File: src/rtl/transport_cmd_arbiter.sv
// Arbitrates one transport command port between the session-control and audio requesters.
// Control has priority, bounded by a run limit so pending audio is never starved.
module transport_cmd_arbiter #(
    parameter int CMD_HOLD     = 5,
    parameter int BUSY_TIMEOUT = 64,
    parameter int MAX_CTRL_RUN = 4
) (
    input  logic        clk,
    input  logic        reset,
    input  logic        ctrl_req,
    input  logic [1:0]  ctrl_cmd,
    input  logic [15:0] ctrl_data,
    output logic        ctrl_ack,
    input  logic        audio_req,
    input  logic [1:0]  audio_cmd,
    input  logic [15:0] audio_data,
    output logic        audio_ack,
    output logic [1:0]  tx_cmd,
    output logic [15:0] tx_data,
    input  logic        tx_busy,
    output logic [1:0]  active_src,
    output logic        timeout_err
);

    typedef enum logic [1:0] {
        IDLE,
        ISSUE,
        WAIT,
        DONE
    } state_t;

    localparam logic [1:0] SRC_NONE  = 2'b00;
    localparam logic [1:0] SRC_CTRL  = 2'b01;
    localparam logic [1:0] SRC_AUDIO = 2'b10;

    state_t      state;
    state_t      state_next;
    logic [3:0]  hold_cnt;
    logic [7:0]  timeout_cnt;
    logic [3:0]  ctrl_run;
    logic        busy_seen;
    logic        aborted;

    logic        grant_ctrl;
    logic        grant_audio;
    logic [1:0]  sel_cmd;
    logic [15:0] sel_data;
    logic        hold_done;
    logic        busy_done;
    logic        timeout_hit;

    always_ff @(posedge clk or negedge reset) begin
        if (!reset) begin
            state <= IDLE;
        end else begin
            state <= state_next;
        end
    end

    // Timeout fires on the cycle that would make the count reach BUSY_TIMEOUT,
    // so the abort lands exactly BUSY_TIMEOUT cycles after the issue starts.
    always_comb begin
        grant_ctrl  = 1'b0;
        grant_audio = 1'b0;
        sel_cmd     = audio_cmd;
        sel_data    = audio_data;
        hold_done   = (hold_cnt == 4'(CMD_HOLD - 1));
        busy_done   = busy_seen && !tx_busy;
        timeout_hit = !busy_seen && (timeout_cnt >= 8'(BUSY_TIMEOUT - 1));
        state_next  = state;
        case (state)
            IDLE: begin
                if (ctrl_req && !(audio_req && (ctrl_run == 4'(MAX_CTRL_RUN)))) begin
                    grant_ctrl = 1'b1;
                end else if (audio_req) begin
                    grant_audio = 1'b1;
                end
                if (grant_ctrl) begin
                    sel_cmd  = ctrl_cmd;
                    sel_data = ctrl_data;
                end
                if (grant_ctrl || grant_audio) begin
                    state_next = (sel_cmd == 2'b00) ? DONE : ISSUE;
                end
            end
            ISSUE: begin
                if (hold_done) begin
                    state_next = WAIT;
                end
            end
            WAIT: begin
                if (busy_done || timeout_hit) begin
                    state_next = DONE;
                end
            end
            DONE: begin
                state_next = IDLE;
            end
            default: begin
                state_next = IDLE;
            end
        endcase
    end

    always_ff @(posedge clk or negedge reset) begin
        if (!reset) begin
            tx_cmd      <= 2'b00;
            tx_data     <= 16'h0000;
            active_src  <= SRC_NONE;
            hold_cnt    <= 4'd0;
            timeout_cnt <= 8'd0;
            ctrl_run    <= 4'd0;
            busy_seen   <= 1'b0;
            aborted     <= 1'b0;
        end else begin
            case (state)
                IDLE: begin
                    if (grant_ctrl || grant_audio) begin
                        active_src  <= grant_ctrl ? SRC_CTRL : SRC_AUDIO;
                        hold_cnt    <= 4'd0;
                        timeout_cnt <= 8'd0;
                        busy_seen   <= 1'b0;
                        aborted     <= 1'b0;
                        if (sel_cmd != 2'b00) begin
                            tx_cmd  <= sel_cmd;
                            tx_data <= sel_data;
                        end
                        if (grant_ctrl && audio_req) begin
                            ctrl_run <= ctrl_run + 4'd1;
                        end else begin
                            ctrl_run <= 4'd0;
                        end
                    end
                end
                ISSUE, WAIT: begin
                    if (tx_busy) begin
                        busy_seen <= 1'b1;
                    end
                    if (!busy_seen && (timeout_cnt != 8'hFF)) begin
                        timeout_cnt <= timeout_cnt + 8'd1;
                    end
                    if (state == ISSUE) begin
                        hold_cnt <= hold_cnt + 4'd1;
                        if (hold_done) begin
                            tx_cmd <= 2'b00;
                        end
                    end else if (!busy_done && timeout_hit) begin
                        aborted <= 1'b1;
                    end
                end
                DONE: begin
                    active_src <= SRC_NONE;
                end
                default: begin
                    active_src <= SRC_NONE;
                end
            endcase
        end
    end

    assign ctrl_ack    = (state == DONE) && (active_src == SRC_CTRL);
    assign audio_ack   = (state == DONE) && (active_src == SRC_AUDIO);
    assign timeout_err = (state == DONE) && aborted;

endmodule

File: config.mk
export PLATFORM = sky130hd
export DESIGN_NAME = transport_cmd_arbiter
export DESIGN_NICKNAME = d
export VERILOG_FILES = /design/src/rtl/transport_cmd_arbiter.sv
export SDC_FILE = /design/constraint.sdc
export NUM_CORES = 1
export LEC_CHECK = 0
export BUFFER_PORTS_ARGS = -buffer_cell sky130_fd_sc_hd__buf_2
export CAP_MARGIN = 20
export CORE_UTILIZATION = 57
export CTS_CLUSTER_SIZE = 12
export DETAILED_ROUTE_END_ITERATION = 8
export PLACE_DENSITY = 0.88
export SYNTH_ARGS = -nofsm -noshare
export SYNTH_HDL_FRONTEND = slang
export SYNTH_SLANG_ARGS = --single-unit
File: constraint.sdc
create_clock -name clk -period 4.8 [get_ports clk]
set_input_delay 0.96 -clock clk [delete_from_list [all_inputs] [get_ports clk]]
set_output_delay 0.96 -clock clk [all_outputs]
set_load 0.1 [all_outputs]
==> results_dict.tcl <==
set metrics [dict create \
    outcome "finished clean" \
    grt_remaining_overflow 0 \
    cts_hold_buf 0 \
    cts_setup_buffers 0 \
    diodes 0 \
    period_needed_ns 2.88 \
    wire_per_inst_um 16.3 \
    final_max_slew_viol_count 0 \
    portBuffers 63 \
    crit_arrival_ns 3.06 \
    grt_pass1_vias 1878 \
    gp_congestion 0.761 \
    n_fill_cell 295 \
    cts_sinks 40 \
    postSynthNetCount 267 \
    setup_viol_count_final 0 \
    grt_max_degree 41 \
    syn_inst 217 \
    drv_cap 0 \
    clock.fmax_mhz 347 \
    die_y_um 66.5 \
    critPathSlowestCell "a211oi_4" \
    synth_seq_cells 40 \
    hold_violations 0 \
    grt_usage_pct 26.2 \
    critPathMaxStageDelay_ns 0.90 \
    cts-resized-gates 0 \
    die_x_um 66.5 \
    hpwl_um 3870 \
    dieArea_mm2 0.00442 \
    remaining_drc_errors 0 \
    cts_tree "built" \
    finalSetupTns_ns 0 \
    pin_count 64 \
    postRouteAntennaNets 0 \
    drive_gt1_share_pct 39.0 \
    syn_area_per_cell_um2 10.9 \
    synth-edff-count 0 \
    cts-buffers-inserted 5 \
    nets 326 \
    finalCritPeriodShare_pct 60.1 \
    stdcell_count 327 \
    path_cells "inv_1 -> ha_1 -> o21ai_1 -> a211oi_4 -> mux2_2" \
    timing.max_slew.rel_slack_pct 31.7 \
    place_ws_ns 1.87 \
    ys_async_sr_fraction_pct 100 \
    synth_cell_types 47 \
    critical_path_required_ns 4.98 \
    startpoint_type "register" \
    end_kind "register" \
    clock_path_buffers 2 \
    drt_pass1_iterations 4 \
    synthFlopType "dfrtp_1" \
    hp-class "reg -> reg" \
    path_clk_slew_ns 0.08 \
    ys_seq_area_share_pct 42.2 \
    rows 23 \
    finalWirelength_um 5320 \
    initialDrtViolationCount 194 \
    antenna_found_initial 0 \
    clockRootBuffer "clkbuf_8" \
    critPathMaxFanout 17 \
    num_vias 1914 \
    skew_ns 0.00511 \
    htreeDepth 2 \
    grt_pass1_wl_um 8440 \
    yosysWarnings 0 \
    insertion_delay_ns 0.29 \
    worst_slack_ns 1.92 \
    tightest_slew_ns 1.02 \
    core_area_mm2 0.00400 \
    dp_cells 319 \
    initial_core_util_pct 59.3 \
    critPathKind "reg -> reg" \
    area_delta_synth_final_pct 17.0 \
    viasPerCell 5.85 \
    netlist_area_mm2 0.00237 \
    rsz0062_at_grt "false" \
]
[final timing paths]
| check | startpoint | endpoint | slack [ns] | cells after the start |
|---|---|---|---|---|
| setup reg to reg | state[0] | tx_data[4] | 1.92 | 5 |
| min in group asynchronous | reset | active_src[1] | 0.78 | 1 |
| max in group asynchronous | reset | tx_data[4] | 3.45 | 1 |
| setup / recovery | state[0] | tx_data[4] | 1.92 | 5 |
| hold reg to reg | tx_data[14] | tx_data[14] | 0.51 | 1 |
| hold / removal | tx_data[14] | tx_data[14] | 0.51 | 1 |
[layout by cell type (no fill, tap or decap), types with 5 or more instances in the layout]
cell      count
ha_1          9
mux2_4       10
nand2_1      15
buf_2        63
o31ai_1       5
nor2_1       11
nand3_1       5
o21ai_0       9
dfrtp_1      40
mux2_2       22
inv_1        12
clkbuf_8      6
a21oi_1       8
[routing by layer]
metal  global-route usage [%]  routed length (µm)
met1                     31.8                2200
met2                     42.7                2680
met4                     10.4                 105
met3                     8.73                 341
met5                        0                   0
[critical path: cells and delay by family (launching register included)]
kind	cells	cell delay, ns
flip-flops	1	0.42
adder cells (fa/ha/maj)	1	0.53
AO/OA/AOI/OAI	2	1.31
buffers and inverters	1	0.09
multiplexers	1	0.42
[flip-flops by register name, indices dropped and copies added (netlist names)]
signal,count
aborted,1
active_src,2
busy_seen,1
ctrl_run,4
hold_cnt,4
state,2
timeout_cnt,8
tx_cmd,2
tx_data,16
[kinds of logic (layout without fill, tap and decap cells)]
kind of cell / count (synthesis) / count (layout) / synth area share (%)
muxes: 36 / 36 / 18.5
and+or+nand+nor: 61 / 61 / 14.8
DFF: 40 / 40 / 42.2
AOI/OAI and AO/OA: 46 / 46 / 14.3
xor gates and xnor gates: 2 / 2 / 0.739
adders and majority gates: 9 / 9 / 4.75
buffers and inverters: 23 / 83 / 4.75
[Yosys cell counts, drive strengths merged, types with 5 or more instances]
cell type  number  area share (%)
dfrtp          40              42
mux2           32              17
nand2          15             2.4
inv            12             1.9
nor2           11             1.7
o21ai          11             2.3
ha              9             4.7
a21oi           8             1.7
buf             6             2.1
clkbuf          5            0.79
nand3           5             1.1
o31ai           5             1.6
[through the flow]
step	instance area (µm²)	util (%)	hold WS (ns)
after floorplan	2370	-	0.461
after global placement	2680	67.1	0.493
after detailed placement	2680	67.1	0.488
after CTS	2780	69.4	0.512
after global routing	2780	69.4	0.530
final	2780	69.4	0.515
[area by class of cell]
class / instances / area [µm²] / area share, %
inverters: 12 / 45.0 / 1.62
well taps: 50 / 62.6 / 2.25
multi-input cells: 154 / 1260 / 45.4
clock buffers: 6 / 82.6 / 2.98
clock inverters: 2 / 10.0 / 0.361
flip-flops and latches: 40 / 1000 / 36.1
repair buffers: 63 / 315 / 11.4
Power is not shown: default switching activity piles up to over one toggle a cycle in this logic, so the estimate is an artifact.
